<file path="src/rtl/multicycle_ctrl.sv">
// Main control FSM of the multicycle RV32I core: sequences the shared ALU,
// unified memory port and write enables across fetch/decode/execute/mem/wb.
module multicycle_ctrl #(
  parameter int STALL_LIMIT = 16,
  parameter int CNT_W       = 5
) (
  input  logic       clk,
  input  logic       reset_n,
  input  logic [6:0] op,
  input  logic       mem_ready,
  output logic       mem_req,
  output logic       mem_write,
  output logic       adr_src,
  output logic       ir_write,
  output logic       pc_update,
  output logic       branch,
  output logic       reg_write,
  output logic [1:0] alu_src_a,
  output logic [1:0] alu_src_b,
  output logic [1:0] result_src,
  output logic [1:0] alu_op,
  output logic [2:0] imm_src,
  output logic [3:0] state,
  output logic [1:0] fault
);

  typedef enum logic [3:0] {
    S_IDLE     = 4'd0,
    S_FETCH    = 4'd1,
    S_DECODE   = 4'd2,
    S_MEMADR   = 4'd3,
    S_MEMREAD  = 4'd4,
    S_MEMWB    = 4'd5,
    S_MEMWRITE = 4'd6,
    S_EXECR    = 4'd7,
    S_EXECI    = 4'd8,
    S_ALUWB    = 4'd9,
    S_BRANCH   = 4'd10,
    S_JALR_ADR = 4'd11,
    S_JMP      = 4'd12,
    S_LUI      = 4'd13,
    S_FAULT    = 4'd14
  } state_e;

  localparam logic [6:0] OP_LW   = 7'b0000011;
  localparam logic [6:0] OP_SW   = 7'b0100011;
  localparam logic [6:0] OP_R    = 7'b0110011;
  localparam logic [6:0] OP_I    = 7'b0010011;
  localparam logic [6:0] OP_B    = 7'b1100011;
  localparam logic [6:0] OP_JAL  = 7'b1101111;
  localparam logic [6:0] OP_JALR = 7'b1100111;
  localparam logic [6:0] OP_AUI  = 7'b0010111;
  localparam logic [6:0] OP_LUI  = 7'b0110111;

  localparam logic [CNT_W-1:0] LIMIT = CNT_W'(STALL_LIMIT);
  localparam logic             TO_EN = (STALL_LIMIT > 0);

  state_e           state_q, state_d;
  logic [CNT_W-1:0] cnt_q, cnt_d;
  logic [1:0]       fault_q, fault_d;
  logic             req_st;
  logic             limit_hit;

  assign req_st = (state_q == S_FETCH) || (state_q == S_MEMREAD) ||
                  (state_q == S_MEMWRITE);
  assign limit_hit = TO_EN && (cnt_q == LIMIT);

  always_ff @(posedge clk or negedge reset_n) begin
    if (!reset_n) begin
      state_q <= S_IDLE;
      cnt_q   <= '0;
      fault_q <= 2'b00;
    end else begin
      state_q <= state_d;
      cnt_q   <= cnt_d;
      fault_q <= fault_d;
    end
  end

  // Stall counter: only waiting request states accumulate, saturating.
  always_comb begin
    cnt_d = '0;
    if (req_st && !mem_ready) begin
      cnt_d = (cnt_q == '1) ? cnt_q : cnt_q + 1'b1;
    end
  end

  always_comb begin
    state_d    = state_q;
    fault_d    = fault_q;
    mem_req    = 1'b0;
    mem_write  = 1'b0;
    adr_src    = 1'b0;
    ir_write   = 1'b0;
    pc_update  = 1'b0;
    branch     = 1'b0;
    reg_write  = 1'b0;
    alu_src_a  = 2'b00;
    alu_src_b  = 2'b00;
    result_src = 2'b00;
    alu_op     = 2'b00;
    unique case (state_q)
      S_IDLE: state_d = S_FETCH;
      S_FETCH: begin
        mem_req    = 1'b1;
        alu_src_b  = 2'b10;
        result_src = 2'b10;
        ir_write   = mem_ready;
        pc_update  = mem_ready;
        if (mem_ready) begin
          state_d = S_DECODE;
        end else if (limit_hit) begin
          state_d = S_FAULT;
          fault_d = 2'b10;
        end
      end
      S_DECODE: begin
        alu_src_a = 2'b01;
        alu_src_b = 2'b01;
        unique case (op)
          OP_LW, OP_SW: state_d = S_MEMADR;
          OP_R:         state_d = S_EXECR;
          OP_I:         state_d = S_EXECI;
          OP_B:         state_d = S_BRANCH;
          OP_JAL:       state_d = S_JMP;
          OP_JALR:      state_d = S_JALR_ADR;
          OP_AUI:       state_d = S_ALUWB;
          OP_LUI:       state_d = S_LUI;
          default: begin
            state_d = S_FAULT;
            fault_d = 2'b01;
          end
        endcase
      end
      S_MEMADR: begin
        alu_src_a = 2'b10;
        alu_src_b = 2'b01;
        state_d   = (op == OP_LW) ? S_MEMREAD : S_MEMWRITE;
      end
      S_MEMREAD, S_MEMWRITE: begin
        mem_req   = 1'b1;
        mem_write = (state_q == S_MEMWRITE);
        adr_src   = 1'b1;
        if (mem_ready) begin
          state_d = (state_q == S_MEMREAD) ? S_MEMWB : S_FETCH;
        end else if (limit_hit) begin
          state_d = S_FAULT;
          fault_d = 2'b10;
        end
      end
      S_MEMWB: begin
        result_src = 2'b01;
        reg_write  = 1'b1;
        state_d    = S_FETCH;
      end
      S_EXECR: begin
        alu_src_a = 2'b10;
        alu_op    = 2'b10;
        state_d   = S_ALUWB;
      end
      S_EXECI: begin
        alu_src_a = 2'b10;
        alu_src_b = 2'b01;
        alu_op    = 2'b10;
        state_d   = S_ALUWB;
      end
      S_ALUWB: begin
        reg_write = 1'b1;
        state_d   = S_FETCH;
      end
      S_BRANCH: begin
        alu_src_a = 2'b10;
        alu_op    = 2'b01;
        branch    = 1'b1;
        state_d   = S_FETCH;
      end
      S_JALR_ADR: begin
        alu_src_a = 2'b10;
        alu_src_b = 2'b01;
        state_d   = S_JMP;
      end
      S_JMP: begin
        alu_src_a = 2'b01;
        alu_src_b = 2'b10;
        pc_update = 1'b1;
        state_d   = S_ALUWB;
      end
      S_LUI: begin
        result_src = 2'b11;
        reg_write  = 1'b1;
        state_d    = S_FETCH;
      end
      S_FAULT: state_d = S_FAULT;
      default: state_d = S_IDLE;
    endcase
  end

  always_comb begin
    imm_src = 3'b000;
    unique case (op)
      OP_SW:          imm_src = 3'b001;
      OP_B:           imm_src = 3'b010;
      OP_JAL:         imm_src = 3'b011;
      OP_AUI, OP_LUI: imm_src = 3'b100;
      default:        imm_src = 3'b000;
    endcase
  end

  assign state = state_q;
  assign fault = fault_q;

endmodule

</file>
<file path="config.mk">
export PLATFORM = sky130hd
export DESIGN_NAME = multicycle_ctrl
export DESIGN_NICKNAME = d
export VERILOG_FILES = /design/src/rtl/multicycle_ctrl.sv
export SDC_FILE = /design/constraint.sdc
export NUM_CORES = 1
export LEC_CHECK = 0
export ABC_AREA = 1
export CELL_PAD_IN_SITES_DETAIL_PLACEMENT = 0
export CELL_PAD_IN_SITES_GLOBAL_PLACEMENT = 1
export CORE_UTILIZATION = 30
export CTS_CLUSTER_SIZE = 20
export DETAILED_ROUTE_END_ITERATION = 10
export GPL_ROUTABILITY_DRIVEN = 1
export PLACE_DENSITY = 0.83
export SLEW_MARGIN = 25
export SYNTH_ARGS = -nofsm -noshare
export SYNTH_HDL_FRONTEND = slang
export SYNTH_SLANG_ARGS = --single-unit
</file>
<file path="constraint.sdc">
create_clock -name clk -period 1.7 [get_ports clk]
set_input_delay 0.255 -clock clk [delete_from_list [all_inputs] [get_ports clk]]
set_output_delay 0.255 -clock clk [all_outputs]
set_load 0.02 [all_outputs]
</file>
==> Yosys cells after proc, flatten, opt, wreduce, memory -nomap -nowiden <==
Index checks and enable logic that the tools add are counted.
{ "word_totals": {"regBits": 11, "output_inout_bits": 24, "elab_cells": 78} }
{ "op_classes": {"add_sub_neg": 1, "eq_ne": 29, "muxes": 25, "reduce_logical": 20} }
{ "ops": {"columns": ["op", "n"], "rows": [
  ["$pmux 4 s8", 2],
  ["$eq 4x4->1 const B", 7],
  ["$eq 7x6->1 const B", 3],
  ["$eq 7x7->1 const B", 3],
  ["$eq 4x3->1 const B", 4],
  ["$pmux 2 s2", 4],
  ["$eq 7x5->1 const B", 2],
  ["$mux 4", 3],
  ["$pmux 3 s4", 1],
  ["$reduce_or 2->1", 6],
  ["$eq 5x5->1 const B", 2],
  ["$mux 5", 2],
  ["$reduce_or 5->1", 2],
  ["$reduce_or 3->1", 3],
  ["$reduce_or 9->1", 1],
  ["$eq 4x2->1 const B", 2],
  ["$mux 2", 4],
  ["$eq 7x2->1 const B", 1],
  ["$mux 1", 6],
  ["$ne 2x2->1 const B", 3],
  ["$pmux 2 s3", 1],
  ["$add 5x1->5 const B", 1],
  ["$eq 4x1->1 const B", 1],
  ["$logic_not 4->1", 1],
  ["other kinds (9)", 10]
]} }

==> Logic depth before layout (Yosys ltp) <==
Gate-level depths: netlist of run 1.
{ "depth": {"depth_word": 5, "ltp_mapped": 11, "mapped_depth_nobuf": 11} }

==> Least setup slack after synthesis of run 1 <==
Ideal clock, no wire load.
{ "synth_path": {"kind": "flip-flop to output port", "start": "register state_q[2], in the netlist state[2]", "end": "output pc_update", "arrival_ns": 1.463, "required_ns": 1.445, "path_slack_ns": -0.018, "path_stages_with_launch": 7, "path_buffers": 1, "path_cell_list": "dfrtp_1 > buf_2 > nor2_4 > nand2_4 > nor2_1 > inv_1 > nand2_1"} }
{ "synth_between": {"elab_chain_len": 2, "elab_cells_between_ends": 3, "cone_classes": "eq/ne (2); mux (1)"} }
{ "synth_rtl": {"columns": ["item", "line", "rtl"], "rows": [
  ["from (decl)", "58", "state_e state_q, state_d;"],
  ["from (signal assigned)", "74", "state_q <= state_d;"],
  ["$eq 4x4->1 or $eq 4x1->1 (tied branches)", "102", "unique case (state_q)"],
  ["$pmux 1 s2 *", "102", null],
  ["to (decl)", "15", "output logic pc_update,"]
]} }
Every way passes the cells marked *; elsewhere a longest branch is shown, timed or not.

==> Worst setup path after layout of run 1 <==
{ "layout_path": {"start": "register state_q[0], in the netlist state[0]", "end": "output alu_src_b[0]"} }
{ "layout_between": {"elab_chain_len": 3, "elab_cells_between_ends": 9, "cone_classes": "eq/ne (6); mux (1); reduce/logical (2)"} }
{ "layout_rtl": {"columns": ["item", "line", "rtl"], "rows": [
  ["$eq 4x2->1, or another cell as far along", "102", null],
  ["$reduce_or 4->1 (no source line) or $reduce_or 2->1 (tied branches)", null, null],
  ["$pmux 2 s2 *", "102", null],
  ["to (decl)", "19", "output logic [1:0] alu_src_b,"]
]} }
Marks and branches as above.

==> metrics.md, run 1 <==
| Metric | Value |
|---|---|
| Area leader, netlist | dfrtp_1 |
| Clk slew on worst S/H paths | about 0.07 ns |
| Post-route cell area | approximately 1600 um^2 |
| Routed Wire Length | ~3.0 mm |
| Critical Path Source | state[0] |
| Fraction of registers with async set/reset | 1.00 |
| Number of cells produced by synthesis | between 150 and 200 |
| Largest net degree at the start of global routing | 12 |
| # port buffers | 33 |
| # hold bufs at CTS | 0 |
| WL met2 | ~1.5 mm |
| Initial Util | 0.321 |
| Fillers | between 300 and 400 |
| Cell variety after synth | 27 |
| Post-synth EDFFs | 0 |
| Int Pwr | 1.16 mW |
| Placed Area | 1630 um^2 |
| Setup TNS | 0 ns |
| RSZ-0062 raised after global routing | no |
| Worst slack, placed | -0.424 ns |
| Max Slew Vio Count | 0 |
| Antenna-violating nets left | 0 |
| Max Cap Viol | 0 |
| CP Data Arrival Time | ~1.4 ns |
| Status | finished clean |
| Final GP Congestion | about 0.85 |
| Reg2Reg Setup Slack | approximately 0.13 ns |
| Worst relative slew slack | 0.664 |
| Die Area | approximately 3600 um^2 |
| Vias per cell | 4.39 |
| DR top layer | met4 |
| Initial antenna violation count | 0 |
| Fin. Hold Viols | 0 |
| Initial DRC Count | 41 |
| Synth Cell Area | between 900 and 1000 um^2 |
| Num ports | 34 |
| FP Rows | 20 |
| Vias in the first global route | around 1200 |
| Synth warnings | 0 |
| Setup Viol. Count Final | 0 |
| FF-to-FF path depth | 7 |
| Post-Syn Nets | about 170 |
| Clk sinks | 11 |
| Post-synth top flop | dfrtp_1 |
| Clock Tree Root | clkbuf_4 |
| Type of the worst setup path | reg2out |
| Combinational share of power | 0.732 |
| Sw frac | 0.497 |
| CTS tree | built |
| Post-DP HPWL | about 2.4 mm |
| Worst Setup EP | alu_src_b[0] |
| Total grt overflow | 0 |
| Worst Hold Class | in2async |
| Largest cells by area after synthesis | dfrtp_1, nand2_1, inv_1 |
| Seq cells post-synth | 11 |
| Min cycle time layout | about 1.6 ns |
| Diodes inserted | 0 |
| First-pass GRT wire length | 4.99 mm |
| Post-route insts no fill | around 270 |
| Worst setup EP type | output port |
| WHS | around 0.33 ns |
| Final period util | 0.945 |
| Clk_skew | 0.000345 ns |
| Clock Latency Late Sink | 0.26 ns |
| Final core occ | 0.525 |
| CTS Buffer Depth | 2 |
| Top-area cell type share of the netlist area | 0.276 |
| Total power | roughly 2.3 mW |
| Highest Clock Rate | roughly 0.62 GHz |
| Num CTS Buffers | 3 |
| Worst r2r src | cnt_q[1] |
| Die Y | 59.7 um |
| Sequential cell area fraction in the yosys report | 0.276 |
| FF-to-FF End | cnt_q[3] |
| CP required | approximately 1.4 ns |
| Crit path max fanout | 4 |
| Most instantiated cells after synthesis | nand2_1, inv_1, nor2_1 |
| Placed Cells | 265 |
| Routed vias | about 1200 |
| DRT Pass-1 Iters | 4 |
| Actual transition at the worst max-transition pin | between 0.5 and 0.6 ns |
| Wire length on met1 | roughly 1.3 mm |
| Clock share of power | 0.075 |
| Sequential Power Share | 0.193 |
| Total GRT Usage | 0.183 |
| PnR worst setup slack | 0.0940 ns |
| Leakage power | between 0.9 and 1 nW |
| Share of layout cells above drive strength 1 | 0.368 |
| Core footprint | just over 3000 um^2 |
| H-tree levels | 1 |
| # nets final | roughly 240 |
| IR drop worst, VDD | approximately 840 uV |
| Most frequent cell after synthesis | nand2_1 |
| Crit path launch type | register |
| P_sw | roughly 1.1 mW |
| Synthesis-to-layout area growth | 63.2% |
| WL/cell | 10.9 um |
| Die Wd | slightly below 60 um |
| Cell Pwr Density | about 1400 nW/um^2 |
| Residual DRC | 0 |
| Avg Cell Area, Syn | approximately 6.4 um^2 |
| Met3 WL | roughly 110 um |
==> kinds of logic (layout without fill, tap and decap cells) <==
kind of cell               after synthesis  in the layout  synth area share
xor gates and xnor gates                 2              2            0.0176
buffers and inverters                   30            102             0.120
DFF                                     11             11             0.276
and+or+nand+nor                         92             92             0.448
adders and majority gates                3              3            0.0376
AOI/OAI and AO/OA                       18             18             0.100
==> routing by layer <==
metal / up-vias / GRT usage
li1: 636 / -
met1: 534 / 0.209
met2: 21 / 0.346
met3: 4 / 0.0260
met4: 0 / 0.0565
met5: - / 0
==> flip-flops by register name, summed over array words and instances (netlist names) <==
signal	flops
state	4
fault	2
cnt_q	5
==> final cells by class <==
cell class,instances,area [um^2],area share
multi-input combinational,115,636,0.390
timing repair buffer,70,523,0.321
sequential,11,280,0.172
inverter,28,108,0.0661
tap,44,55.1,0.0338
clock buffer,4,26.3,0.0161
==> worst min-delay path by stage <==
stage               endpoint  slack (ns)     start
finish              cnt_q[0]        0.33   reset_n
global route        cnt_q[1]        0.36   reset_n
CTS                 cnt_q[0]        0.34   reset_n
detailed placement  fault[1]        0.46  fault[1]
global placement    fault[0]        0.46  fault[0]
floorplan           cnt_q[0]       -0.04   reset_n
==> placed cells by master, fill, tap and decap left out, types with 8 or more instances in the layout <==
cell type	count
nand2_1	38
buf_4	38
inv_1	24
nor2_1	14
nand3_1	12
clkdlybuf4s50_1	11
buf_2	9
clkbuf_2	8
==> power groups by stage <==
| stage | clock network (mW) | registers (mW) | logic [mW] |
|---|---|---|---|
| 3_3_place_gp | 0 | 0.443 | 1.71 |
| 6_report | 0.172 | 0.445 | 1.68 |
| 2_1_floorplan | 0 | 0.479 | 0.859 |
| 5_1_grt | 0.189 | 0.456 | 1.85 |
| 3_5_place_dp | 0 | 0.442 | 1.74 |
| 4_1_cts | 0.178 | 0.438 | 1.73 |
==> critical path, stage by stage, from the launching register on <==
cell	delay, ns
dfrtp_2	0.45
buf_4	0.17
nor2_4	0.13
nand2_2	0.09
nand3_1	0.09
buf_2	0.16
==> what timing repair did <==
item,in CTS,in global routing
gates resized for setup,57,30
endpoints found under the setup margin,21,18
buffers inserted,3,0
pin swaps,1,1
No activity file was read; power rests on OpenSTA's default activity.
==> run 2, diff against run 1 <==
--- a/config.mk
+++ b/config.mk
@@ -6,9 +6,11 @@
 export NUM_CORES = 1
 export LEC_CHECK = 0
 export ABC_AREA = 1
+export CAP_MARGIN = 20
 export CELL_PAD_IN_SITES_DETAIL_PLACEMENT = 0
 export CELL_PAD_IN_SITES_GLOBAL_PLACEMENT = 1
 export CORE_UTILIZATION = 30
+export CTS_CLUSTER_DIAMETER = 30
 export CTS_CLUSTER_SIZE = 20
 export DETAILED_ROUTE_END_ITERATION = 10
 export GPL_ROUTABILITY_DRIVEN = 1
==> results of run 2 <==
The final DEF is identical to that of run 1; final timing and power are the same.
==> run 3, diff against run 2 <==
--- a/config.mk
+++ b/config.mk
@@ -6,7 +6,6 @@
 export NUM_CORES = 1
 export LEC_CHECK = 0
 export ABC_AREA = 1
-export CAP_MARGIN = 20
 export CELL_PAD_IN_SITES_DETAIL_PLACEMENT = 0
 export CELL_PAD_IN_SITES_GLOBAL_PLACEMENT = 1
 export CORE_UTILIZATION = 30
==> results of run 3 <==
The final DEF is identical to that of run 1; final timing and power are the same.
